==> config.mk <==
export PLATFORM = sky130hd
export DESIGN_NAME = hazard_scoreboard
export DESIGN_NICKNAME = d
export VERILOG_FILES = /design/src/rtl/cpu_pkg.sv /design/src/rtl/sb_entry.sv /design/src/rtl/hazard_scoreboard.sv
export SDC_FILE = /design/constraint.sdc
export NUM_CORES = 1
export LEC_CHECK = 0
export BUFFER_PORTS_ARGS = -buffer_cell sky130_fd_sc_hd__buf_4
export CELL_PAD_IN_SITES_DETAIL_PLACEMENT = 1
export CELL_PAD_IN_SITES_GLOBAL_PLACEMENT = 2
export CORE_ASPECT_RATIO = 1.25
export CORE_UTILIZATION = 38
export DETAILED_ROUTE_END_ITERATION = 12
export PLACE_DENSITY_LB_ADDON = 0.1
export SETUP_SLACK_MARGIN = 0.1
export SYNTH_ARGS = -nofsm -noshare
export SYNTH_HDL_FRONTEND = slang
export SYNTH_HIERARCHICAL = 1
export SYNTH_SLANG_ARGS = --single-unit
==> constraint.sdc <==
create_clock -name clk -period 6.3 [get_ports clk]
set_input_delay 0.315 -clock clk [delete_from_list [all_inputs] [get_ports clk]]
set_output_delay 0.315 -clock clk [all_outputs]
set_load 0.02 [all_outputs]
==> src/rtl/cpu_pkg.sv <==
// Shared CPU constants and the writeback-latency clamp used by the scoreboard.
package cpu_pkg;

    localparam int NUM_REGS_DEF = 8;
    localparam int MAX_LAT_DEF  = 4;
    localparam int REG_W        = $clog2(NUM_REGS_DEF);
    localparam int LAT_W        = $clog2(MAX_LAT_DEF + 1);

    // A latency of 0 is treated as 1 (result is still one writeback away);
    // anything beyond the pipeline depth is held at the deepest stage.
    function automatic int clamp_lat(input int lat, input int max_lat);
        if (lat < 1) begin
            return 1;
        end
        if (lat > max_lat) begin
            return max_lat;
        end
        return lat;
    endfunction

endpackage

==> src/rtl/sb_entry.sv <==
// One scoreboard slot: cycles remaining until this register's pending write lands.
module sb_entry
    import cpu_pkg::*;
#(
    parameter int MAX_LAT = MAX_LAT_DEF,
    parameter int LW      = $clog2(MAX_LAT + 1)
) (
    input  logic          clk,
    input  logic          rst,
    input  logic          load,
    input  logic [LW-1:0] lat,
    output logic [LW-1:0] cnt,
    output logic          busy
);

    logic [LW-1:0] eff_lat;

    assign eff_lat = LW'(clamp_lat(int'(lat), MAX_LAT));
    assign busy    = (cnt != '0);

    // A new write restarts the countdown and takes priority over the decrement.
    always_ff @(posedge clk or posedge rst) begin
        if (rst) begin
            cnt <= '0;
        end else if (load) begin
            cnt <= eff_lat;
        end else if (cnt != '0) begin
            cnt <= cnt - LW'(1);
        end
    end

endmodule

==> src/rtl/hazard_scoreboard.sv <==
// Decode/execute interlock: RAW and WAW stall, writeback bypass selects,
// per-register busy view and a saturating stall counter.
module hazard_scoreboard
    import cpu_pkg::*;
#(
    parameter int NUM_REGS = NUM_REGS_DEF,
    parameter int MAX_LAT  = MAX_LAT_DEF,
    parameter int CNT_W    = 16
) (
    input  logic                         clk,
    input  logic                         rst,
    input  logic                         issue_valid,
    input  logic                         issue_writes,
    input  logic [$clog2(NUM_REGS)-1:0]  issue_rd,
    input  logic [$clog2(MAX_LAT+1)-1:0] issue_lat,
    input  logic                         src1_used,
    input  logic [$clog2(NUM_REGS)-1:0]  src1_addr,
    input  logic                         src2_used,
    input  logic [$clog2(NUM_REGS)-1:0]  src2_addr,
    input  logic                         flush,
    output logic                         stall,
    output logic                         src1_fwd,
    output logic                         src2_fwd,
    output logic [NUM_REGS-1:0]          busy_vec,
    output logic [CNT_W-1:0]             stall_count
);

    localparam int AW = $clog2(NUM_REGS);
    localparam int LW = $clog2(MAX_LAT + 1);

    // Padded to a power of two so any address decodes; unused slots read 0.
    logic [LW-1:0] cnt_arr [2**AW];
    logic [LW-1:0] eff_lat;
    logic [LW-1:0] cnt_s1;
    logic [LW-1:0] cnt_s2;
    logic [LW-1:0] cnt_rd;
    logic          hit1;
    logic          hit2;
    logic          raw_stall;
    logic          waw_stall;
    logic          issue_fire;

    assign eff_lat    = LW'(clamp_lat(int'(issue_lat), MAX_LAT));
    assign issue_fire = issue_valid & ~stall & ~flush;

    genvar r;
    generate
        for (r = 0; r < 2**AW; r++) begin : g_reg
            if (r == 0) begin : g_zero
                assign cnt_arr[r] = '0;
                assign busy_vec[r] = 1'b0;
            end else if (r >= NUM_REGS) begin : g_pad
                assign cnt_arr[r] = '0;
            end else begin : g_entry
                sb_entry #(
                    .MAX_LAT(MAX_LAT),
                    .LW     (LW)
                ) u_entry (
                    .clk (clk),
                    .rst (rst),
                    .load(issue_fire & issue_writes & (issue_rd == AW'(r))),
                    .lat (issue_lat),
                    .cnt (cnt_arr[r]),
                    .busy(busy_vec[r])
                );
            end
        end
    endgenerate

    // Interlock: a source one cycle from writeback is bypassed, further out it stalls;
    // a shorter write to a still-pending rd waits so writebacks retire in order.
    always_comb begin
        cnt_s1    = cnt_arr[src1_addr];
        cnt_s2    = cnt_arr[src2_addr];
        cnt_rd    = cnt_arr[issue_rd];
        hit1      = src1_used & (src1_addr != '0) & (cnt_s1 != '0);
        hit2      = src2_used & (src2_addr != '0) & (cnt_s2 != '0);
        src1_fwd  = hit1 & (cnt_s1 == LW'(1));
        src2_fwd  = hit2 & (cnt_s2 == LW'(1));
        raw_stall = (hit1 & (cnt_s1 > LW'(1))) | (hit2 & (cnt_s2 > LW'(1)));
        waw_stall = issue_writes & (issue_rd != '0) & (eff_lat < cnt_rd);
        stall     = issue_valid & ~flush & (raw_stall | waw_stall);
    end

    // Stalled-cycle performance counter, pinned at all-ones.
    always_ff @(posedge clk or posedge rst) begin
        if (rst) begin
            stall_count <= '0;
        end else if (stall && (stall_count != '1)) begin
            stall_count <= stall_count + CNT_W'(1);
        end
    end

endmodule

======== Word-level counts from Yosys, hierarchy flattened ========
Index checks and enable logic that the tools add are counted.
W data, S select, Z words.
word-level totals
  register bits ........................... 37
  bits in latches ......................... 0
  memory bits (writable) .................. 0
  memory bits (read-only) ................. 0
  input bits .............................. 19
  output and inout port bits .............. 27
  word-level logic and storage cells ...... 113
  memories kept ........................... 0
operators by class
  add/sub/neg operators ................... 8
  multipliers ............................. 0
  div/mod/pow operators ................... 0
  $lt $le $gt $ge ......................... 8
  equality and inequality tests ........... 10
  shift-type cells ........................ 0
  multiplexer cells ....................... 30
  bitwise logic cells ..................... 29
  reductions and logical operators ........ 20
operators with widths
  kind                     count
  $mux W3                  23
  $reduce_bool A3 Y1       12
  $bmux W3 S3              3
  $and A1 B1 Y1            22
  $sub A3 B1 Y3 const B    7
  $add A16 B1 Y16 const B  1
  $ne A16 B16 Y1 const B   1
  $reduce_bool A2 Y1       7
  $eq A3 B3 Y1 const B     4
  $ge A4 B4 Y1 const B     3
  $not A3 Y4               3
  $eq A3 B1 Y1 const B     3
  $eq A3 B2 Y1 const B     2
  $gt A3 B1 Y1 const B     2
  $mux W1                  4
  $gt A3 B3 Y1 const B     1
  $lt A3 B1 Y1 const B     1
  $lt A3 B3 Y1             1
  $not A1 Y1               2
  $or A1 B1 Y1             2
  $logic_and A1 B1 Y1      1

======== Longest topological paths before layout ========
Gate-level depths: netlist (run 1).
  word-level depth ........................ 16
  gate-level depth with buffers ........... 16
  gate-level depth less buffers ........... 14

======== Modules after synthesis ========
The synthesis (run 1) kept the hierarchy.
by module, submodules not included
  module             times used  cells an instance  area each (µm²)  sequential area each (µm²)
  hazard_scoreboard  1           159                1481.4           400.4
  sb_entry           7           21                 200.2            75.1

======== Least setup slack after synthesis (run 1) ========
OpenSTA, ideal clock, no wires.
  path type ............................... input to register
  from .................................... input issue_rd[0]
  to ...................................... register g_reg[4].g_entry.u_entry.cnt[0]
  setup time .............................. 0.125 ns
  data arrival time ....................... 3.251 ns
  required time ........................... 6.175 ns
  slack ................................... 2.924 ns
  cell stages on the path ................. 14
  path buffers ............................ 2
  cell sequence ........................... buf_1 mux2_2 a221o_1 o21ai_0 ha_1 o21ai_0 nand2_1 nand3b_1 o311ai_2 nand3_2 buf_6 nor3_1 nor4bb_1 mux2_2
between the ends
  cells in the longest elaborated chain, start to end .. 14
  elaborated cells on any way between the ends .. 18
  classes of those cells .................. order compare (1); eq/ne (1); mux (4); bitwise (10); reduce/logical (2)
ends and longest elaborated chain
  what                                                  RTL line                 RTL
  from (decl)                                           hazard_scoreboard.sv:14  input logic [$clog2(NUM_REGS)-1:0] issue_rd,
  $not A3 Y4 (not written as such)                      hazard_scoreboard.sv:75  cnt_rd = cnt_arr[issue_rd];
  $bmux W3 S3                                           hazard_scoreboard.sv:75
  $mux W3 (not written as such) (2 in a row)            hazard_scoreboard.sv:75
  $lt A3 B3 Y1                                          hazard_scoreboard.sv:81  waw_stall = issue_writes & (issue_rd != '0) & (eff_lat < cnt_rd);
  $and A1 B1 Y1                                         hazard_scoreboard.sv:81
  $or A1 B1 Y1                                          hazard_scoreboard.sv:82  stall = issue_valid & ~flush & (raw_stall | waw_stall);
  $and A1 B1 Y1                                         hazard_scoreboard.sv:82
  $not A1 Y1                                            hazard_scoreboard.sv:44  assign issue_fire = issue_valid & ~stall & ~flush;
  $and A1 B1 Y1 (2 in a row)                            hazard_scoreboard.sv:44
  $and A1 B1 Y1                                         hazard_scoreboard.sv:61  .load(issue_fire & issue_writes & (issue_rd == AW'(r))),
  $and A1 B1 Y1 (*)                                     hazard_scoreboard.sv:61
  $mux W3 / $reduce_bool A2 Y1 (equally long branches)  --
  to (signal assigned)                                  sb_entry.sv:26           cnt <= eff_lat;
  to (signal assigned)                                  sb_entry.sv:28           cnt <= cnt - LW'(1);
  to (decl)                                             sb_entry.sv:12           output logic [LW-1:0] cnt,
Mark *: on every way between the ends. The rest lies on a longest branch, timed or not. The select of a mux whose other input is x is not followed.
A chain may end at the register's enable or synchronous reset.

======== Final worst setup path (run 1) ========
  from .................................... register g_reg[3].g_entry.u_entry.cnt[1]
  to ...................................... register g_reg[4].g_entry.u_entry.cnt[0]
between the ends
  cells in the longest elaborated chain, start to end .. 15
  elaborated cells on any way between the ends .. 29
  classes of those cells .................. order compare (3); mux (10); bitwise (13); reduce/logical (3)
ends and longest elaborated chain
  what                                                                  RTL line
  from (decl)                                                           sb_entry.sv:12
  from (signal assigned)                                                sb_entry.sv:26
  from (signal assigned)                                                sb_entry.sv:28
  parallel branches: the longest is 7 deep, another holds $gt A3 B1 Y1  --
  $or A1 B1 Y1 (*)                                                      hazard_scoreboard.sv:82
  $and A1 B1 Y1 (*)                                                     hazard_scoreboard.sv:82
  $not A1 Y1 (*)                                                        hazard_scoreboard.sv:44
  $and A1 B1 Y1 (*) (2 in a row)                                        hazard_scoreboard.sv:44
  $and A1 B1 Y1 (*) (2 in a row)                                        hazard_scoreboard.sv:61
  $mux W3 / $reduce_bool A2 Y1 (equally long branches)                  --
Mark *: on every way between the ends. The select of a mux whose other input is x is not followed.

==> impl_metrics.toml, run 1 <==
[detailed_routing]
wl_met3_um = 268
drt-pass1-iter-count = 4
wirelength_um = 7760
routed.top_layer = "met4"
wl_met1_um = 3230
wire_per_inst_um = 17.6
viasPerCell = 5.53
drcViolationCount = 0
antenna_left = 0
drt-initial-drc-count = 80
route.met2.wl_um = 4120
num_vias = 2435

[worst_setup_path]
path_class = "reg2reg"
worst-r2r-cell-count = 12
max_stage_delay_ps = 810
rr_startpoint = "g_reg[3].g_entry.u_entry/cnt[1]$_DFFE_PP0P_"
required_ps = 6470
reg2reg_setup_slack_ps = 2500
cp_data_arrival_time_ps = 3970
crit_family = "simple AND/OR/NAND/NOR gates"
r2r-end = "g_reg[4].g_entry.u_entry/cnt[0]$_DFFE_PP0P_"
cp_slowest_cell = "nor4bb_1"
crit_start = "g_reg[3].g_entry.u_entry/cnt[1]$_DFFE_PP0P_"
cp_max_fo = 22
crit_chain = "mux2_2 -> a221o_1 -> o21ai_0 -> ha_1 -> o21ai_0 -> nand2_1 -> nand3b_1 -> o311ai_2 -> nand3_2 -> nor3_1 -> nor4bb_1 -> mux2_2"
worstSetupStartpointType = "flop"
path_buf_inv = 0
endpoint = "g_reg[4].g_entry.u_entry/cnt[0]$_DFFE_PP0P_"
path_depth = 12
end_kind = "flop"

[timing]
setup_tns_ps = 0
tightest_slew_ps = 975
setup_viol = 0
fmax_ghz = 0.263
fin_crit_ps = 3800
timing.hold.ws_ps = 420
grt_setup_unrepaired = "no"
period_share_pct = 60.2
slew_headroom_pct = 34.1
final_max_slew_viol_count = 0
fin_skew_ps = 7.86
hold_viol = 0

[finish]
fin_nets = 383
multiInputGateArea_sq_um = 1770
regArea_sq_um = 926
final.fill_count = 867
fin_util_pct = 45.5
drive_gt1_share_pct = 23.0
area_growth_syn_to_layout_pct = 16.2
diodes = 0

[clocking]
path_clk_slew_ps = 80
insertion_delay_ps = 290
cts_tree = "yes"
htree_num_levels = 2
root_buffer = "clkbuf_8"
cts_buffer_depth = 2
cts_resized = 0
numCtsBuffers = 5
clkSinkCount = 37
cts_hold_buf = 1
cts_setup_buffers = 0

[yosys]
synth_edf_count = 0
netlist_instances = 306
synth_top_cell_by_area = "dfrtp_1"
netlist.area_leader.share_pct = 32.1
netlist_area_sq_um = 2880
synth_fp_nets = 342
synth_seq_cells = 37
synthDistinctLibCells = 48
synth.yosys.seq_area_share_pct = 32.1
synthTopCellsByArea = "dfrtp_1, ha_1, xnor2_1"
synthFlopType = "dfrtp_1"
postSynthAreaPerCell_sq_um = 9.42
ys_async_sr_fraction_pct = 100
yosysWarnings = 6

[status]
status = "finished clean"

[hold_path]
min_from = "issue_lat[2]"
hold_class = "in2reg"

[grt]
antenna_found_initial = 0
track_usage_pct = 21.1
grt_pass1_wl_um = 12700
first_global_vias = 2527
grt.overflow.total = 0
grt_max_degree = 25

[floorplanning]
pin_count = 46
rows = 35
core_area_sq_um = 7360
dieArea_sq_um = 7940
initial_utilization_pct = 39.2
die_h_um = 99.4
die_x_um = 79.9

[placement]
io_buffer_count = 44
post-dp-hpwl_um = 5980
gp_congestion = 0.809

[power_and_ir_drop]
p_leak_nw = 1.51
powerDensity_nw_per_um2 = 402
peakVddDrop_v = 0.000204

[job]
maxCapViolations = 0
==> worst min path at each step <==
stage / to / slack, ps / depth (start not counted)
floorplan: g_reg[1].g_entry.u_entry/cnt[0]$_DFFE_PP0P_ / 70 / 1
global placement: g_reg[3].g_entry.u_entry/cnt[1]$_DFFE_PP0P_ / 260 / 2
detailed placement: g_reg[3].g_entry.u_entry/cnt[0]$_DFFE_PP0P_ / 270 / 2
CTS: g_reg[2].g_entry.u_entry/cnt[2]$_DFFE_PP0P_ / 410 / 3
global route: g_reg[2].g_entry.u_entry/cnt[2]$_DFFE_PP0P_ / 420 / 3
finish: g_reg[5].g_entry.u_entry/cnt[2]$_DFFE_PP0P_ / 420 / 3
==> cell type report <==
cell class	count	share of cell area [%]
flip-flops and latches	37	27.6
multi-input cells	227	52.8
clock inverters	2	0.299
inverters	31	3.47
well taps	92	3.44
clock buffers	6	2.17
repair buffers	45	10.2
==> tightest hold or removal path: cells and delay by family <==
kind,cells,cell delay (ps)
AOI/OAI and AO/OA,1,70
buffers and inverters,1,200
and+or+nand+nor,1,80
==> stage by stage <==
step	instance area [sq um]	setup slack, ps	std cells	total power [mW]
after floorplan	2880	2920	306	0.976
after global placement	3260	2630	431	1.18
after detailed placement	3260	2350	431	1.20
after CTS	3350	2500	440	1.37
after global routing	3350	2170	440	1.46
final	3350	2500	440	1.35
==> flip-flops by register name, summed over array words and instances (netlist names) <==
signal and count:
g.g_entry.u_entry/cnt 21, stall_count 16
==> cells in the final DEF, fill, tap and decap left out, types with 3 or more instances in the layout <==
master	n
o21ai_0	12
dfrtp_1	37
mux2i_1	10
buf_4	44
nand2b_1	3
o311ai_0	7
a21oi_1	11
mux2_1	3
xnor2_1	20
nand3b_1	9
nor4_1	6
mux2_2	9
nand2_1	20
inv_1	31
nor2_1	25
a31oi_1	3
nor2b_1	8
ha_1	17
clkbuf_8	5
mux4_2	7
nand3_1	9
nand4_1	8
and3_1	6
nand2b_4	7
==> cells by family (layout without fill, tap and decap cells) <==
logic type,count (synthesis),count (layout),synth area share (%)
adder cells (fa/ha/maj),17,17,7.38
AO/OA/AOI/OAI,48,48,11.6
XOR/XNOR,20,20,6.08
other,1,1,0.130
multiplexers,29,29,13.6
AND/OR/NAND/NOR,112,112,22.6
flip-flops,37,37,32.1
buffers and inverters,42,84,6.47
==> layer usage <==
metal  GRT usage, %  up-vias
met5              0        -
met4           6.04        0
met3           3.39       12
met2           40.0       57
met1           23.7     1199
li1               -     1167
==> power by group <==
group / internal, mW / switching [mW]
registers: 0.329 / 0.115
clock network: 0.0768 / 0.0876
logic: 0.362 / 0.376
==> synth_stat cells (2+ instances only) <==
library cell / n
a211oi_1: 2
a21oi_1: 11
a221o_1: 2
a2bb2oi_1: 2
a31oi_1: 3
and3_1: 6
buf_2: 2
buf_6: 3
clkbuf_1: 4
dfrtp_1: 37
ha_1: 17
inv_1: 31
mux2_1: 3
mux2_2: 9
mux2i_1: 10
mux4_2: 7
nand2_1: 20
nand2b_1: 3
nand2b_4: 7
nand3_1: 9
nand3_2: 2
nand3b_1: 9
nand4_1: 8
nor2_1: 25
nor2b_1: 8
nor3_1: 2
nor3b_1: 2
nor4_1: 6
o21ai_0: 12
o311ai_0: 7
xnor2_1: 20
(Power assumes the default switching activity.)
==> run 2, diff against run 1 <==
- ABC_AREA: default -> 1
- CORE_UTILIZATION: 38 -> 29
- clock period: 6.3 -> 3.3 ns (I/O delays scaled with it)
==> run 2 against run 1 <==
The run now ends with DRC left. Global-route usage is 1.9 points lower. Register-to-register slack worse by 1900 ps. Sequential share of layout area is 4.3 points lower. Die area is 50% higher. Sequential cell count stayed put. Routed wire length is 40% higher. Combinational power is 90% higher. Maximum frequency is 40% higher. Synthesized cell count is 65% higher. Cell area is 18% higher. Critical path type unchanged. Critical endpoint is now g_reg[5].g_entry.u_entry/cnt[2]$_DFFE_PP0P_.
==> impl_metrics.toml, run 2 <==
[finish]
largest_reg_flops = 21
final_cell_mix = "nand2_1, inv_1, buf_4, dfrtp_1, nor2_1"
fin_util_pct = 35.6
drive_gt1_share_pct = 15.2
area_growth_syn_to_layout_pct = 19.2
largestRegisters = "g.g_entry.u_entry/cnt: 21 flops, stall_count: 16 flops"
layout_commonest_cell = "nand2_1"
largest-register = "g.g_entry.u_entry/cnt"
fin_nets = 586
stdcell_area_sq_um = 3970
diodes = 0

[worst_setup_path]
required_ps = 3500
reg2reg_setup_slack_ps = 580
cp_data_arrival_time_ps = 2910
rr_startpoint = "g_reg[4].g_entry.u_entry/cnt[2]$_DFFE_PP0P_"
end_kind = "flop"
crit_start = "g_reg[4].g_entry.u_entry/cnt[2]$_DFFE_PP0P_"
crit_chain = "nand3_1 -> o21ai_0 -> a221oi_1 -> o21ai_0 -> nor2_1 -> ha_1 -> a211oi_1 -> o21a_1 -> nand2_4 -> nand4_1 -> nor2_1 -> inv_2 -> nor2_2 -> inv_1 -> nand2_1 -> a21oi_1"
path_buf_inv = 2
worstSetupStartpointType = "flop"
path_class = "reg2reg"
max_stage_delay_ps = 450
crit_family = "compound AO/OA/AOI/OAI gates"
cp_max_fo = 5
worst-r2r-cell-count = 16
cp_slowest_cell = "dfrtp_1"
r2r-end = "g_reg[5].g_entry.u_entry/cnt[2]$_DFFE_PP0P_"

[detailed_routing]
drt-pass1-iter-count = 8
antenna_left = 0
wirelength_um = 10800
drt-initial-drc-count = 49
num_vias = 3294
viasPerCell = 4.80
drcViolationCount = 6
wire_per_inst_um = 15.8

[floorplanning]
initial_utilization_pct = 29.9
die_h_um = 122
core_area_sq_um = 11100
die_x_um = 97.8
rows = 43
dieArea_sq_um = 11900
pin_count = 46

[grt]
grt_pass1_wl_um = 17600
antenna_found_initial = 0
track_usage_pct = 19.2
grt_max_degree = 19
first_global_vias = 3463
grt.overflow.total = 0

[yosys]
netlist_area_sq_um = 3330
yosysMostFrequentCell = "nand2_1"
synth_edf_count = 0
postSynthAreaPerCell_sq_um = 6.59
ys_async_sr_fraction_pct = 100
netlist.area_leader.share_pct = 27.8
yosysWarnings = 6
synth_commonest_cells = "nand2_1, inv_1, dfrtp_1"
synth.yosys.seq_area_share_pct = 27.8
synth_top_cell_by_area = "dfrtp_1"
synth_seq_cells = 37
synth_fp_nets = 541
synthDistinctLibCells = 37
synthTopCellsByArea = "dfrtp_1, nand2_1, inv_1"
synthFlopType = "dfrtp_1"
netlist_instances = 505

[clocking]
numCtsBuffers = 5
root_buffer = "clkbuf_16"
cts_tree = "yes"
clkSinkCount = 37
cts_setup_buffers = 0
htree_num_levels = 2
cts_buffer_depth = 2
path_clk_slew_ps = 60
insertion_delay_ps = 290
cts_resized = 0

[timing]
setup_viol = 0
final_max_slew_viol_count = 0
setup_tns_ps = 0
fin_crit_ps = 2720
period_share_pct = 82.4
fmax_ghz = 0.368
fin_skew_ps = 6.81
tightest_slew_ps = 769
hold_viol = 0
timing.hold.ws_ps = 360
slew_headroom_pct = 48.3
grt_setup_unrepaired = "no"

[placement]
gp_congestion = 0.818
io_buffer_count = 44
post-dp-hpwl_um = 8570
placed_area_sq_um = 3780

[power_and_ir_drop]
total_power_mw = 2.88
p_leak_nw = 2.10
peakVddDrop_v = 0.000236
combPwrFrac_pct = 48.7
switching_power_mw = 1.32
pwr-share-seq_pct = 31.5
switching_share_pct = 45.9
p_int_mw = 1.56
clkPwrFrac_pct = 19.8
powerDensity_nw_per_um2 = 726

[hold_path]
hold_class = "in2reg"
hold_depth = 5
min_from = "issue_lat[1]"
min_to = "g_reg[4].g_entry.u_entry/cnt[1]$_DFFE_PP0P_"

[job]
maxCapViolations = 0

[status]
status = "finished, violations left"
violations = "DRC"
## run 2: cell count changes in the layout (fill, tap and decap cells not counted), sizes merged, moves of 8 or more
cell	change
inv	+63
mux2	-12
mux2i	-10
nand2	+147
nand2b	-10
nand3	+24
nand4	+16
nor2	+13
nor2b	-8
o21ai	+14
o311ai	-9
xnor2	-11
xor2	+10
## run 2: worst max-delay path by stage
stage                     cells past startpoint                                          end  slack, ps
after floorplan                              17  g_reg[1].g_entry.u_entry/cnt[0]$_DFFE_PP0P_       1020
after global placement                       19  g_reg[3].g_entry.u_entry/cnt[0]$_DFFE_PP0P_        550
after detailed placement                     19  g_reg[1].g_entry.u_entry/cnt[0]$_DFFE_PP0P_        480
after CTS                                    17  g_reg[1].g_entry.u_entry/cnt[0]$_DFFE_PP0P_        570
after global routing                         17  g_reg[1].g_entry.u_entry/cnt[0]$_DFFE_PP0P_        290
final                                        16  g_reg[5].g_entry.u_entry/cnt[2]$_DFFE_PP0P_        580
## run 2: power groups by stage
| stage | Clock, mW | Sequential (mW) | Combinational, mW |
|---|---|---|---|
| after floorplan | 0 | 0.809 | 1.03 |
| after global placement | 0 | 0.914 | 1.39 |
| after detailed placement | 0 | 0.925 | 1.42 |
| after CTS | 0.595 | 0.917 | 1.43 |
| after global routing | 0.603 | 0.937 | 1.60 |
| final | 0.571 | 0.907 | 1.40 |
## run 2: cell families after synthesis
family,share of synthesized area (%)
and+or+nand+nor,39.6
xor gates and xnor gates,5.00
other,0.113
AOI/OAI and AO/OA,8.87
adders and majority gates,6.39
buffers and inverters,12.3
DFF,27.8
## run 2: per-layer routing
layer | vias to the layer above | GRT usage, % | part of all wire, %
met5 | - | 0 | 0
met4 | 0 | 5.78 | 1.7
met3 | 11 | 2.98 | 3.2
met2 | 48 | 36.5 | 52
met1 | 1551 | 21.9 | 43
li1 | 1684 | - | -
## run 2: timing repair
action,in CTS,in global routing
endpoints found under the hold margin,21,0
setup endpoints to repair,0,0
hold buffers,1,0
## run 2: area by class of cell
type                    instances  area [sq um]
fillers                      1443          7170
clock buffers                   7           143
repair buffers                 46           348
multi-input cells             365          2000
well taps                     135           169
inverters                      95           357
clock inverters                 1          30.0
flip-flops and latches         37           926
## run 2: per-stage QoR
| step | setup WS, ps | std cells |
|---|---|---|
| finish | 582 | 686 |
| detailed placement | 476 | 677 |
| global route | 293 | 686 |
| global placement | 546 | 677 |
| CTS | 570 | 686 |
| floorplan | 1020 | 505 |
## run 2: worst min-delay path, stage by stage
cell	delay, ps
buf_4	180
nand3_1	90
o21ai_0	70
nand2_1	50
nand2_1	40
==> run 3, diff against run 2 <==
- clock period: 3.3 -> 2.31 ns (I/O delays scaled with it)
==> run 3 against run 2 <==
The flow finishes with violations (DRC, setup timing). Hold slack worse by 54 ps. Cell area is 14% higher. First-iteration DRC count is 55% higher. Routed wire length is 8.6% higher. Highest routed layer unchanged.
==> impl_metrics.toml, run 3 (synthesis gave the netlist of run 2 again) <==
[timing]
setup_viol = 23
slew_headroom_pct = 54.1
layout_setup_ws_ps = -155
fin_skew_ps = 9.05
fmax_ghz = 0.406
fin_crit_ps = 2470
final_max_slew_viol_count = 0
grt_setup_unrepaired = "yes"
period_share_pct = 107
tightest_slew_ps = 688
hold_viol = 0

[finish]
layout_commonest_cell = "nand2_1"
area_growth_syn_to_layout_pct = 36.4
diodes = 0
largest_reg_flops = 21
largestRegisters = "g.g_entry.u_entry/cnt: 21 flops, stall_count: 16 flops"
drive_gt1_share_pct = 29.7
largest-register = "g.g_entry.u_entry/cnt"
fin_nets = 634
final_cell_mix = "nand2_1, buf_4, inv_1, dfrtp_1, nor2_1"

[detailed_routing]
num_vias = 3573
wirelength_um = 11800
antenna_left = 0
wire_per_inst_um = 16.0
viasPerCell = 4.87
drt-pass1-iter-count = 8
drcViolationCount = 6
drt-initial-drc-count = 76

[grt]
track_usage_pct = 20.5
first_global_vias = 3723
grt.overflow.total = 0
grt_max_degree = 18
grt_pass1_wl_um = 18700
antenna_found_initial = 0

[clocking]
insertion_delay_ps = 290
clkSinkCount = 37
path_clk_slew_ps = 60
cts_buffer_depth = 2
root_buffer = "clkbuf_16"
cts_tree = "yes"
htree_num_levels = 2
numCtsBuffers = 5

[worst_setup_path]
path_buf_inv = 2
crit_start = "g_reg[4].g_entry.u_entry/cnt[2]$_DFFE_PP0P_"
path_class = "reg2reg"
rr_startpoint = "g_reg[4].g_entry.u_entry/cnt[2]$_DFFE_PP0P_"
end_kind = "flop"
crit_family = "compound AO/OA/AOI/OAI gates"
crit_chain = "nand3_2 -> o21ai_2 -> a221oi_2 -> o21ai_1 -> nor2_1 -> ha_1 -> a211oi_2 -> o21a_1 -> nand2_4 -> nand4_1 -> buf_6 -> nor2_4 -> inv_4 -> nor2_4 -> nand2_1 -> nand2_1 -> nand2_1 -> nand2_1"
cp_slowest_cell = "dfrtp_1"
r2r-end = "g_reg[4].g_entry.u_entry/cnt[0]$_DFFE_PP0P_"
cp_max_fo = 4
crit_top_cell = "nand2_1"
required_ps = 2490
cp_data_arrival_time_ps = 2640
max_stage_delay_ps = 400
worstSetupStartpointType = "flop"
worst-r2r-cell-count = 18
reg2reg_setup_slack_ps = -160

[floorplanning]
die_x_um = 97.8
core_area_sq_um = 11100
dieArea_sq_um = 11900
die_h_um = 122
initial_utilization_pct = 29.9
rows = 43
pin_count = 46

[status]
status = "finished, violations left"
violations = "DRC, setup timing"

[placement]
io_buffer_count = 44
gp_congestion = 0.837
pre_cts_slack_ps = -268
post-dp-hpwl_um = 9240

[hold_path]
min_to = "g_reg[5].g_entry.u_entry/cnt[0]$_DFFE_PP0P_"
min_from = "issue_lat[0]"
hold_depth = 7
hold_class = "in2reg"

[power_and_ir_drop]
total_power_mw = 4.52
p_leak_nw = 2.35
peakVddDrop_v = 0.000399
powerDensity_nw_per_um2 = 995

[job]
maxCapViolations = 0
[run 3: cell count changes in the layout (fill, tap and decap cells not counted), moves of 4 or more]
| cell | delta |
|---|---|
| buf_4 | +41 |
| nand2_1 | -17 |
| nand2_2 | +17 |
| a21oi_1 | -7 |
| inv_1 | -7 |
| nor2_4 | +7 |
| a21oi_2 | +6 |
| buf_6 | +6 |
| o21ai_0 | -5 |
| inv_4 | +4 |
| nand3_1 | -4 |
| nor2_1 | -4 |
[run 3: area by class of cell]
cell class	instances	area, sq um
Clock buffer	5	125
Clock inverter	3	17.5
Fill cell	1442	6600
Inverter	95	377
Multi-Input combinational cell	366	2200
Sequential cell	37	926
Tap cell	135	169
Timing Repair Buffer	93	723
[run 3: how the worst max path moves through the flow]
| stage | end | slack, ps | depth (start not counted) |
|---|---|---|---|
| after global routing | g_reg[4].g_entry.u_entry/cnt[0]$_DFFE_PP0P_ | -340 | 18 |
| after floorplan | g_reg[7].g_entry.u_entry/cnt[0]$_DFFE_PP0P_ | 90 | 17 |
| after global placement | g_reg[7].g_entry.u_entry/cnt[0]$_DFFE_PP0P_ | -200 | 18 |
| after detailed placement | g_reg[7].g_entry.u_entry/cnt[0]$_DFFE_PP0P_ | -270 | 21 |
| after CTS | g_reg[7].g_entry.u_entry/cnt[0]$_DFFE_PP0P_ | -190 | 18 |
| final | g_reg[4].g_entry.u_entry/cnt[0]$_DFFE_PP0P_ | -160 | 18 |
[run 3: routing by layer]
metal | global-route usage, % | vias to the layer above | share of wire [%]
met5 | 0 | - | 0
met4 | 8.71 | 0 | 3.3
met3 | 2.81 | 26 | 2.9
met2 | 40.2 | 59 | 55
met1 | 21.7 | 1706 | 39
li1 | - | 1782 | -
[run 3: power by group]
group          internal [mW]  total, mW  switching (mW)
clock                  0.397      0.696           0.299
sequential             0.886       1.14           0.259
combinational           1.14       2.68            1.53
total                   2.42       4.52            2.09
[run 3: stage by stage]
step                instance area [sq um]  setup TNS (ps)  cells  util, %  hold slack [ps]
floorplan                            3340               0    505        -             -131
global placement                     4080           -3230    715     36.6             75.0
detailed placement                   4080           -6180    715     36.6             89.0
CTS                                  4310           -2800    727     38.7              307
global route                         4540           -7630    734     40.8              349
finish                               4540           -1790    734     40.8              306
[run 3: worst min-delay path: stages]
cell and delay (ps):
buf_4 160, inv_1 50, nand2_1 50, nand2_1 40, nand2_1 50, nand2_1 40
nand2_1 50
[run 3: timing repair]
action	4_1_cts	5_1_grt
resized for setup	15	58
endpoints found under the hold margin	21	0
buffers inserted	2	8
pin swaps	9	26
hold buffers	1	0
gates cloned	1	0
endpoints found under the setup margin	38	38
